### src/rtl/run_ctrl_pkg.sv
// run_ctrl_pkg: shared types and defaults for the run controller and its memory mux.
`default_nettype none

package run_ctrl_pkg;

  localparam logic [1:0] S_IDLE = 2'd0;
  localparam logic [1:0] S_RST  = 2'd1;
  localparam logic [1:0] S_RUN  = 2'd2;
  localparam logic [1:0] S_DONE = 2'd3;

  typedef enum logic [1:0] {
    ST_IDLE = S_IDLE,
    ST_RST  = S_RST,
    ST_RUN  = S_RUN,
    ST_DONE = S_DONE
  } state_t;

  typedef enum logic [1:0] {
    OWN_HOST = 2'd0,
    OWN_CORE = 2'd1,
    OWN_NONE = 2'd2
  } owner_t;

  localparam int DEF_AW      = 8;
  localparam int DEF_CW      = 16;
  localparam int DEF_RST_CYC = 2;
  localparam int DEF_MAX_CYC = 4096;

  // The core only touches memory while running; RST keeps both sides off the port.
  function automatic owner_t state_owner(input state_t s);
    case (s)
      ST_RUN:  return OWN_CORE;
      ST_RST:  return OWN_NONE;
      default: return OWN_HOST;
    endcase
  endfunction

endpackage

`default_nettype wire

### src/rtl/dmem_port_mux.sv
// dmem_port_mux: owner-selected drive of the single data-memory port.
`default_nettype none

module dmem_port_mux
  import run_ctrl_pkg::*;
#(
  parameter int AW = DEF_AW
) (
  input  owner_t         i_owner,
  input  logic           i_host_req,
  input  logic           i_host_we,
  input  logic [AW-1:0]  i_host_addr,
  input  logic [7:0]     i_host_wdata,
  input  logic           i_core_we,
  input  logic [AW-1:0]  i_core_addr,
  input  logic [7:0]     i_core_wdata,
  output logic           o_mem_we,
  output logic [AW-1:0]  o_mem_addr,
  output logic [7:0]     o_mem_wdata,
  output logic           o_host_gnt
);

  always_comb begin
    o_mem_addr  = i_host_addr;
    o_mem_wdata = i_host_wdata;
    o_mem_we    = 1'b0;
    o_host_gnt  = 1'b0;
    case (i_owner)
      OWN_HOST: begin
        o_mem_we   = i_host_req & i_host_we;
        o_host_gnt = i_host_req;
      end
      OWN_CORE: begin
        o_mem_addr  = i_core_addr;
        o_mem_wdata = i_core_wdata;
        o_mem_we    = i_core_we;
      end
      default: ;
    endcase
  end

endmodule

`default_nettype wire

### src/rtl/run_ctrl.sv
// run_ctrl: sequences core reset/run around a host-preloaded data memory and reports status.
`default_nettype none

module run_ctrl
  import run_ctrl_pkg::*;
#(
  parameter int AW      = DEF_AW,
  parameter int CW      = DEF_CW,
  parameter int RST_CYC = DEF_RST_CYC,
  parameter int MAX_CYC = DEF_MAX_CYC
) (
  input  logic           clk,
  input  logic           rst_n,
  input  logic           i_host_start,
  input  logic           i_host_req,
  input  logic           i_host_we,
  input  logic [AW-1:0]  i_host_addr,
  input  logic [7:0]     i_host_wdata,
  output logic           o_host_gnt,
  output logic           o_host_rvalid,
  output logic [7:0]     o_host_rdata,
  output logic           o_core_rst,
  output logic           o_core_run,
  input  logic           i_core_done,
  input  logic           i_core_mem_we,
  input  logic [AW-1:0]  i_core_mem_addr,
  input  logic [7:0]     i_core_mem_wdata,
  output logic           o_mem_we,
  output logic [AW-1:0]  o_mem_addr,
  output logic [7:0]     o_mem_wdata,
  input  logic [7:0]     i_mem_rdata,
  output logic           o_busy,
  output logic           o_finished,
  output logic           o_timeout,
  output logic [CW-1:0]  o_cycle_count
);

  localparam int            RW         = (RST_CYC > 1) ? $clog2(RST_CYC) : 1;
  localparam logic [RW-1:0] c_RST_LAST = RW'(RST_CYC - 1);
  localparam logic [CW-1:0] c_MAX      = CW'(MAX_CYC);

  state_t          r_state;
  state_t          w_state_nxt;
  logic [RW-1:0]   r_rst_cnt;
  logic [CW-1:0]   r_cycle_count;
  logic [CW-1:0]   w_count_inc;
  logic            w_limit;
  logic            r_timeout;
  logic            r_rvalid;
  logic [7:0]      r_rdata;
  logic            w_host_gnt;
  logic            w_rd_gnt;
  owner_t          w_owner;

  assign w_owner     = state_owner(r_state);
  assign w_rd_gnt    = w_host_gnt & ~i_host_we;
  assign w_count_inc = (r_cycle_count == c_MAX) ? r_cycle_count : r_cycle_count + 1'b1;
  assign w_limit     = (w_count_inc == c_MAX);

  dmem_port_mux #(.AW(AW)) u_mux (
    .i_owner      (w_owner),
    .i_host_req   (i_host_req),
    .i_host_we    (i_host_we),
    .i_host_addr  (i_host_addr),
    .i_host_wdata (i_host_wdata),
    .i_core_we    (i_core_mem_we),
    .i_core_addr  (i_core_mem_addr),
    .i_core_wdata (i_core_mem_wdata),
    .o_mem_we     (o_mem_we),
    .o_mem_addr   (o_mem_addr),
    .o_mem_wdata  (o_mem_wdata),
    .o_host_gnt   (w_host_gnt)
  );

  always_comb begin
    w_state_nxt = r_state;
    case (r_state)
      ST_IDLE: if (i_host_start) w_state_nxt = ST_RST;
      ST_RST:  if (r_rst_cnt == c_RST_LAST) w_state_nxt = ST_RUN;
      ST_RUN:  if (i_core_done || w_limit) w_state_nxt = ST_DONE;
      ST_DONE: if (i_host_start) w_state_nxt = ST_RST;
      default: w_state_nxt = ST_IDLE;
    endcase
  end

  always_ff @(posedge clk or negedge rst_n) begin
    if (!rst_n) begin
      r_state       <= ST_IDLE;
      r_rst_cnt     <= '0;
      r_cycle_count <= '0;
      r_timeout     <= 1'b0;
      r_rvalid      <= 1'b0;
      r_rdata       <= 8'h00;
    end else begin
      r_state  <= w_state_nxt;
      r_rvalid <= w_rd_gnt;
      if (w_rd_gnt) r_rdata <= i_mem_rdata;
      case (r_state)
        ST_IDLE, ST_DONE: begin
          if (i_host_start) begin
            r_rst_cnt     <= '0;
            r_cycle_count <= '0;
            r_timeout     <= 1'b0;
          end
        end
        ST_RST: r_rst_cnt <= r_rst_cnt + 1'b1;
        ST_RUN: begin
          r_cycle_count <= w_count_inc;
          // A done in the same cycle as the limit is a normal completion.
          if (!i_core_done && w_limit) r_timeout <= 1'b1;
        end
        default: ;
      endcase
    end
  end

  assign o_host_gnt    = w_host_gnt;
  assign o_host_rvalid = r_rvalid;
  assign o_host_rdata  = r_rdata;
  assign o_core_rst    = (r_state == ST_IDLE) || (r_state == ST_RST);
  assign o_core_run    = (r_state == ST_RUN);
  assign o_busy        = (r_state == ST_RST) || (r_state == ST_RUN);
  assign o_finished    = (r_state == ST_DONE);
  assign o_timeout     = r_timeout;
  assign o_cycle_count = r_cycle_count;

endmodule

`default_nettype wire

### config.mk
export PLATFORM = sky130hd
export DESIGN_NAME = run_ctrl
export DESIGN_NICKNAME = d
export VERILOG_FILES = /design/src/rtl/run_ctrl_pkg.sv /design/src/rtl/dmem_port_mux.sv /design/src/rtl/run_ctrl.sv
export SDC_FILE = /design/constraint.sdc
export NUM_CORES = 1
export LEC_CHECK = 0
export BUFFER_PORTS_ARGS = -buffer_cell sky130_fd_sc_hd__clkbuf_2
export CAP_MARGIN = 20
export CORE_MARGIN = 4
export CORE_UTILIZATION = 30
export DETAILED_ROUTE_END_ITERATION = 16
export SYNTH_ARGS = -nofsm -noshare
export SYNTH_HDL_FRONTEND = slang
export SYNTH_SLANG_ARGS = --single-unit
export TNS_END_PERCENT = 20
### constraint.sdc
create_clock -name clk -period 2.6 [get_ports clk]
set_clock_uncertainty 0.15 [all_clocks]
set_input_delay 0.52 -clock clk [delete_from_list [all_inputs] [get_ports clk]]
set_output_delay 0.52 -clock clk [all_outputs]
set_load 0.03 [all_outputs]
After elaboration in Yosys (flattened, before gate mapping)
Cells that the tools add are included.
{"block": "totals", "regBits": 29, "latchBits": 0, "ramBits": 0, "mem_bits_ro": 0, "in_bits": 47, "out_inout_bits": 48, "word_cells": 51, "mem_count": 0}
{"block": "op_classes", "n_addsub": 2, "mul": 0, "div_mod_pow": 0, "order_cmp": 0, "n_eq_ne": 10, "shift": 0, "n_mux": 16, "bitwise_logic": 3, "reduce_logical": 14}
{"cell": "$eq 16x13->1 const B", "n": 2}
{"cell": "$mux 16", "n": 2}
{"cell": "$pmux 16 s2", "n": 1}
{"cell": "$add 16x1->16 const B", "n": 1}
{"cell": "$mux 8", "n": 2}
{"cell": "$mux 2", "n": 3}
{"cell": "$ne 2x1->1 const B", "n": 3}
{"cell": "$pmux 1 s2", "n": 3}
{"cell": "$pmux 2 s3", "n": 1}
{"cell": "$reduce_and 3->1", "n": 2}
{"cell": "$eq 2x1->1 const B", "n": 2}
{"cell": "$eq 2x2->1 const B", "n": 2}
{"cell": "$logic_not 2->1", "n": 2}
{"cell": "$pmux 2 s2", "n": 1}
{"cell": "$reduce_and 2->1", "n": 2}
{"cell": "$reduce_bool 2->1", "n": 2}
{"cell": "$logic_or 1x1->1", "n": 3}
{"cell": "$mux 1", "n": 3}
{"cell": "$and 1x1->1", "n": 2}
{"cell": "$ne 2x2->1 const B", "n": 1}
{"cell": "$reduce_or 2->1", "n": 1}
{"cell": "$add 1x1->1 const B", "n": 1}
{"cell": "$logic_and 1x1->1", "n": 1}
{"cell": "$logic_not 1->1", "n": 1}
{"cell": "$not 1->1", "n": 1}

Logic depth before layout (Yosys ltp)
Gate-level depths: netlist of run 1.
{"block": "logic_depth", "depth_word": 6, "mapped_depth": 9, "ltp_nobuf": 9}

Modules after synthesis
A second synthesis of run 1 with hierarchy kept.
{"block": "hier_totals", "hier_cells": 211, "hier_area_um2": 2070.7}
{"mod": "run_ctrl", "n_inst": 1, "cells_per_inst": 189, "area_per_inst_um2": 1791.7, "seq_area_each_um2": 725.7}
{"mod": "dmem_port_mux", "n_inst": 1, "cells_per_inst": 22, "area_per_inst_um2": 279.0, "seq_area_each_um2": 0.0}

Least setup slack after synthesis of run 1
Ideal clock, no wire load.
{"block": "synth_timing", "path_type": "register -> output", "startpoint": "register r_state[0]", "endpoint": "output o_mem_we", "arrival_ns": 2.165, "setup_slack_ns": -0.235, "path_stages_with_launch": 7, "path_buffers": 2, "path_cell_list": "dfrtp_1 inv_1 ha_1 buf_1 clkbuf_1 a22oi_1 nor2_1"}
{"block": "synth_between", "elab_chain_cells": 4, "word_cells_on_any_way": 6, "cone_classes": "3 x eq/ne; 2 x mux; 1 x reduce/logical"}
{"item": "start, declared", "line": "run_ctrl.sv:42", "rtl": "state_t r_state;"}
{"item": "start signal, assigned", "line": "run_ctrl.sv:95", "rtl": "r_state <= w_state_nxt;"}
{"item": "$eq 2x2->1 (*)"}
{"item": "named net o_core_run", "line": "run_ctrl.sv:23", "rtl": "output logic o_core_run,"}
{"item": "$pmux 2 s2 (*)", "line": "run_ctrl_pkg.sv:31", "rtl": "case (s)"}
{"item": "$eq 2x1->1 or $logic_not 2->1 (tied branches)", "line": "dmem_port_mux.sv:28", "rtl": "case (i_owner)"}
{"item": "$pmux 1 s2 (*)", "line": "dmem_port_mux.sv:28"}
{"item": "end, declared", "line": "run_ctrl.sv:28", "rtl": "output logic o_mem_we,"}
Mark *: on every way through the listed nets, which the timed path passes. The rest lies on a longest branch.

Worst setup path in the final report of run 1
{"block": "layout_timing", "startpoint": "register r_state[0]", "endpoint": "output o_mem_wdata[2]"}
{"block": "layout_between", "elab_chain_cells": 4, "word_cells_on_any_way": 5, "cone_classes": "3 x eq/ne; 2 x mux"}
{"item": "$eq 2x1->1 or $eq 2x2->1 (tied branches)", "line": "run_ctrl_pkg.sv:31"}
{"item": "$pmux 2 s2 (*)", "line": "run_ctrl_pkg.sv:31"}
{"item": "$eq 2x1->1 (*)", "line": "dmem_port_mux.sv:28"}
{"item": "$mux 8 (*)", "line": "dmem_port_mux.sv:28"}
{"item": "end, declared", "line": "run_ctrl.sv:30", "rtl": "output logic [7:0] o_mem_wdata,"}
Mark *: on every way between the ends. The rest lies on a longest branch, timed or not.

==> results.md, run 1 <==
* Final Util at 42.0%
* Global placement routability congestion at 0.804
* RSZ-0062 raised after global routing: false
* CTS tree: done
* Unique masters post-synth at 44
* Post-CTS setup repair buffer count at 0
* H-tree depth at 2
* Router iterations before antenna repair at 4
* Critical Path Fanout Max at 10
* Simple-Gate Fraction of Synth Area at 17.5%
* Die Height at 88.8 µm
* Status: finished clean
* Clock Sinks at 29
* Main combinational cell family by area after synthesis: compound AO/OA/AOI/OAI gates
* FILL cells at 637
* CP Capture Type: output port
* Most frequent cells in the layout: clkbuf_2, o21ai_0, dfrtp_1
* Net count, final at 364
* R2R setup slack at 0.17 ns
* Routed Antenna Nets at 0
* Cell Rows at 29
* HPWL reported at the end of detailed placement at 3.96 mm
* Synth Area in XOR/XNOR at 2.69%
* Slowest stage delay, CP at 0.41 ns
* Vias in the first global route at 1,733
* Max Slew Vio Count at 0
* Cts bufs inserted at 5
* Gr ovfl total at 0
* Clk_lat worst skew at 0.28 ns
* DR iter-0 viols at 92
* Leakage at 1.31 nW
* Mux contribution to synthesized area at 15.1%
* I/O pin count at 95
* Crit path kind: flip-flop to output port
* Die area at 7880 µm²
* Sequential area share after synthesis at 37.1%
* Number of max-cap violations at 0
* #FFs+latches synth at 29
* Via count at 1,896
* Commonest non-fill, non-tap cell in the layout: clkbuf_2
* Min Tclk post-route at 2.46 ns
* Mapped cell area at 1960 µm²
* Crit path cell chain: inv_1 -> ha_2 -> buf_4 -> mux2_2 -> clkbuf_2
* Hold Slack at 0.138 ns
* Syn_area_per_cell at 9.36 µm²
* Worst-Margin Slew at 0.734 ns
* Syn_nets at 263
* Clk slew on worst S/H paths at 0.07 ns
* WL per Instance at 13.2 µm
* ANT cells at 0
* VDD IR max at 622 µV
* Final WL at 5.12 mm
* Area grow syn2layout at 36.4%
* DRC viols at 0
* Worst Hold Class: input port to asynchronous set/reset pin
* CP bufs+invs at 3
* Pwr per Cell Area at 924 nW/µm²
* Final Cycle Share at 94.5%
* Final setup viols at 0
* Total GRT Usage at 13.1%
* Crit path max-delay family: buffers and inverters
* Mapped Cells at 209
* Hold Violations, Final at 0
* CP required at 1.93 ns
* Post-route setup TNS at 0 ns
* Worst setup SP type: flip-flop
* Starting density of the core at 30.8%
* Core ar. at 6350 µm²
* Post-synthesis compound-gate area fraction at 18.0%
* First-pass GRT wire length at 8.02 mm
* Post-Synth Adder-Cell Area at 4.48%
* Clk buf depth at 2
* Achievable frequency at 407 MHz
* Slowest CP cell: dfrtp_1
* Clk root buf: clkbuf_8
* Yosys warns at 0
* Chip width at 88.8 µm
* Layout cells sized above 1 at 50.5%
* Slew margin rel. at 51.1%
* CP arrival at 1.79 ns
* Vias per cell at 4.89
* PortBufs at 94
* Pin count of the biggest net entering global routing at 30
* Initial antenna violation count at 0
## kinds of logic (layout without fill, tap and decap cells)
group,Yosys count,in the layout
mux,26,26
compound gates,57,57
flops,29,29
buf+inv,22,124
xor+xnor,6,6
simple gates,62,62
fa+ha+maj,7,7
## cell type report
class | instances | area (µm²) | share of cell area, %
clock inverters | 3 | 17.5 | 0.656
inverters | 5 | 18.8 | 0.703
repair buffers | 111 | 598 | 22.4
clock buffers | 5 | 68.8 | 2.58
well taps | 77 | 96.3 | 3.61
multi-input cells | 158 | 1140 | 42.7
flip-flops and latches | 29 | 729 | 27.3
## report_power, final
| group | internal [mW] | switching, mW |
|---|---|---|
| Sequential | 0.563 | 0.0839 |
| Combinational | 0.539 | 0.919 |
| Clock | 0.184 | 0.178 |
| Total | 1.29 | 1.18 |
## per-layer routing
layer,wire (µm),track usage [%],up-vias
li1,-,-,960
met1,2250,16.9,872
met2,2450,20.1,58
met3,331,3.91,6
met4,91,6.18,0
met5,0,0,-
## synthesized netlist by cell type
master / instances / area [µm²]
nand3_1: 12 / 60.1
nand4_1: 4 / 25.0
nor4_2: 1 / 12.5
a31oi_1: 2 / 12.5
xnor2_1: 4 / 35.0
clkbuf_1: 9 / 33.8
a22oi_1: 1 / 7.51
dfrtp_1: 29 / 726
o21ai_0: 27 / 135
nor4_1: 1 / 6.26
ha_1: 7 / 87.6
mux2_2: 24 / 270
nor3_1: 2 / 10.0
nor4b_1: 1 / 8.76
a22o_1: 1 / 8.76
mux2_4: 1 / 15.0
or3_1: 1 / 6.26
nand2b_4: 1 / 13.8
nor2b_1: 4 / 25.0
o31ai_1: 5 / 37.5
and4_1: 2 / 17.5
o21ai_2: 1 / 8.76
and3_4: 1 / 11.3
xor2_1: 2 / 17.5
nand2_1: 10 / 37.5
a21o_1: 1 / 7.51
or2_2: 1 / 6.26
a41oi_1: 1 / 8.76
buf_6: 1 / 11.3
buf_2: 3 / 15.0
nor2_1: 12 / 45.0
nand2b_1: 3 / 18.8
a2111oi_4: 1 / 27.5
a211oi_1: 1 / 7.51
a211o_1: 1 / 8.76
buf_4: 2 / 15.0
and3_1: 6 / 37.5
buf_1: 2 / 7.51
a21oi_1: 12 / 60.1
a21boi_0: 1 / 7.51
inv_1: 5 / 18.8
o21ai_1: 1 / 5.00
a41o_1: 1 / 10.0
mux2i_1: 1 / 10.0
## what timing repair did
| action | 4_1_cts | 5_1_grt |
|---|---|---|
| endpoints found under the hold margin | 0 | 0 |
| hold buffers | 0 | 0 |
| resized for setup | 0 | 4 |
| setup endpoints to repair | 0 | 17 |
## flip-flops by register name, indices dropped and copies added, names as in the netlist
register and cells:
r_state 2, o_cycle_count 16, o_host_rdata 8, r_rst_cnt 1, o_timeout 1, o_host_rvalid 1
## final timing paths
kind                                  start               end  cells past startpoint
max                              r_state[0]    o_mem_wdata[2]                      5
min                                   rst_n   o_host_rdata[5]                      1
max reg2reg                o_cycle_count[0]        r_state[1]                      8
min reg2reg                 o_host_rdata[4]   o_host_rdata[4]                      1
max in group asynchronous             rst_n  o_cycle_count[1]                      1
min in group clk             i_mem_rdata[5]   o_host_rdata[5]                      2
## through the flow
| stage | power [mW] | setup slack (ns) | std cells | cell area (µm²) |
|---|---|---|---|---|
| final | 2.47 | 0.143 | 388 | 2670 |
| after detailed placement | 2.13 | 0.0746 | 380 | 2570 |
| after global routing | 2.66 | 0.00766 | 388 | 2670 |
| after global placement | 2.11 | 0.176 | 380 | 2570 |
| after floorplan | 1.71 | -0.00978 | 209 | 1960 |
| after CTS | 2.50 | 0.0544 | 388 | 2660 |
No activity file was read; power rests on OpenSTA's default activity.
==> inputs of run 2 (changes only) <==
--- a/config.mk
+++ b/config.mk
@@ -10,6 +10,7 @@
 export CORE_MARGIN = 4
 export CORE_UTILIZATION = 30
 export DETAILED_ROUTE_END_ITERATION = 16
+export RECOVER_POWER = 50
 export SYNTH_ARGS = -nofsm -noshare
 export SYNTH_HDL_FRONTEND = slang
 export SYNTH_SLANG_ARGS = --single-unit
==> run 2 against run 1 <==
- the run now ends with max-capacitance violations, max-slew violations left
- sequential share of layout area increased by 0.30 points
- combinational power about the same
- count of clock-buffer cells in the layout unchanged
- worst hold slack improved by 0.17 ns
- critical endpoint unchanged
- maximum frequency about the same
- via count increased by 0.32%
- critical path type unchanged
- sequential power about the same
- design area decreased by 1.1%
- critical path depth unchanged
- first-iteration DRC count unchanged
- non-clock buffer count unchanged
==> results.md, run 2 (same netlist as run 1, synthesis figures left out) <==
* Status: finished, violations left
* Violated checks: max-capacitance violations, max-slew violations
* Min Tclk post-route at 2.46 ns
* Hold Slack at 0.312 ns
* Layout cells sized above 1 at 43.1%
* Design Power at 2.45 mW
* Vias in the first global route at 1,733
* Number of max-cap violations at 1
* Routed Antenna Nets at 0
* I/O pin count at 95
* Vias per cell at 4.90
* Initial antenna violation count at 0
* Critical Path Fanout Max at 10
* Clk pwr share at 14.8%
* H-tree depth at 2
* ANT cells at 0
* CP Capture Type: output port
* Max Slew Vio Count at 30
* Achievable frequency at 407 MHz
* Gr ovfl total at 0
* Clk buf depth at 2
* Sw frac at 48.3%
* Global placement routability congestion at 0.804
* Final WL at 5.15 mm
* Net count, final at 364
* Pwr per Cell Area at 927 nW/µm²
* CP arrival at 1.79 ns
* Reg power frac at 26.5%
* Clk root buf: clkbuf_8
* Crit path max-delay family: buffers and inverters
* Leakage at 1.24 nW
* DRC viols at 0
* Slowest stage delay, CP at 0.41 ns
* Clock Sinks at 29
* Via count at 1,902
* # hold bufs at CTS at 0
* VDD IR max at 605 µV
* Combinational share of power at 58.7%
* Final Cycle Share at 94.4%
* Worst-Margin Slew at 1.57 ns
* Most frequent cells in the layout: clkbuf_2, o21ai_0, dfrtp_1
* Crit path kind: flip-flop to output port
* Worst setup SP type: flip-flop
* CP required at 1.93 ns
* Area grow syn2layout at 34.9%
* Starting density of the core at 30.8%
* Cell Rows at 29
* DR iter-0 viols at 92
* Slowest CP cell: dfrtp_1
* Sequential Area at 729 µm²
* Largest register FFs at 16
* Pin count of the biggest net entering global routing at 30
* Router iterations before antenna repair at 4
* Core ar. at 6350 µm²
* Int Power at 1.26 mW
* Net Switching at 1.18 mW
* First-pass GRT wire length at 8.02 mm
* Die Height at 88.8 µm
* Post-CTS setup repair buffer count at 0
* RSZ-0062 raised after global routing: false
* Worst Hold Class: input port to flip-flop
* Crit path cell chain: inv_1 -> ha_2 -> buf_4 -> mux2_2 -> clkbuf_2
* Total GRT Usage at 13.1%
* Die area at 7880 µm²
* CTS tree: done
* WL per Instance at 13.3 µm
* Cts bufs inserted at 5
* Area of the multi-input gates at 1140 µm²
* Slew margin rel. at -4.51%
* Commonest non-fill, non-tap cell in the layout: clkbuf_2
* Final setup viols at 0
* Clk_lat worst skew at 0.28 ns
* PortBufs at 94
* Post-route setup TNS at 0 ns
* Chip width at 88.8 µm
* Clk slew on worst S/H paths at 0.07 ns
* Hold Violations, Final at 0
* HPWL reported at the end of detailed placement at 3.96 mm
* CP bufs+invs at 3
* FILL cells at 645
run 2: worst register-to-register path, stage by stage, from the launching register on:
cell       delay (ns)
dfrtp_2          0.44
ha_2             0.25
nand3_1          0.15
nor4_1           0.26
nand2_1          0.08
and3_1           0.20
a2111oi_4        0.37
o21ai_2          0.11
mux2_4           0.30
run 2: worst paths after layout:
| path | endpoint | start | depth (start not counted) | slack, ns |
|---|---|---|---|---|
| min in group asynchronous | o_host_rdata[5] | rst_n | 1 | 0.47 |
| max in group asynchronous | o_cycle_count[1] | rst_n | 1 | 0.81 |
| max reg2reg | r_state[1] | o_cycle_count[0] | 8 | 0.17 |
| min | o_host_rdata[5] | i_mem_rdata[5] | 2 | 0.31 |
| max | o_mem_wdata[2] | r_state[0] | 5 | 0.14 |
| min reg2reg | o_host_rdata[4] | o_host_rdata[4] | 1 | 0.36 |
run 2: area by class of cell:
type	instances	share of cell area, %
multi-input cells	158	43.2
flip-flops and latches	29	27.6
repair buffers	111	21.6
well taps	77	3.65
clock buffers	5	2.61
inverters	5	0.711
clock inverters	3	0.664
run 2: through the flow:
step                      cell area (µm²)  instances  worst slack, ns  util (%)
after floorplan                      1960        209         -0.00978         -
after global placement               2570        380            0.176      40.6
after detailed placement             2570        380           0.0746      40.6
after CTS                            2660        388           0.0544      41.9
after global routing                 2640        388          0.00840      41.6
final                                2640        388            0.145      41.6
run 2: what timing repair did:
action,in CTS,in global routing
hold endpoints to repair,0,0
gates resized for setup,0,4
setup endpoints to repair,0,17
run 2: power groups by stage:
stage                     combinational (mW)  sequential (mW)  clock [mW]
final                                   1.44            0.647       0.362
after detailed placement                1.47            0.652           0
after CTS                               1.48            0.645       0.384
after global routing                    1.57            0.662       0.399
after floorplan                        0.906            0.808           0
after global placement                  1.46            0.647           0
run 2: metal layers:
metal,global-route usage [%],share of wire [%]
met4,6.18,1.9
met5,0,0
met3,3.91,6.4
met2,20.1,48
met1,16.9,44
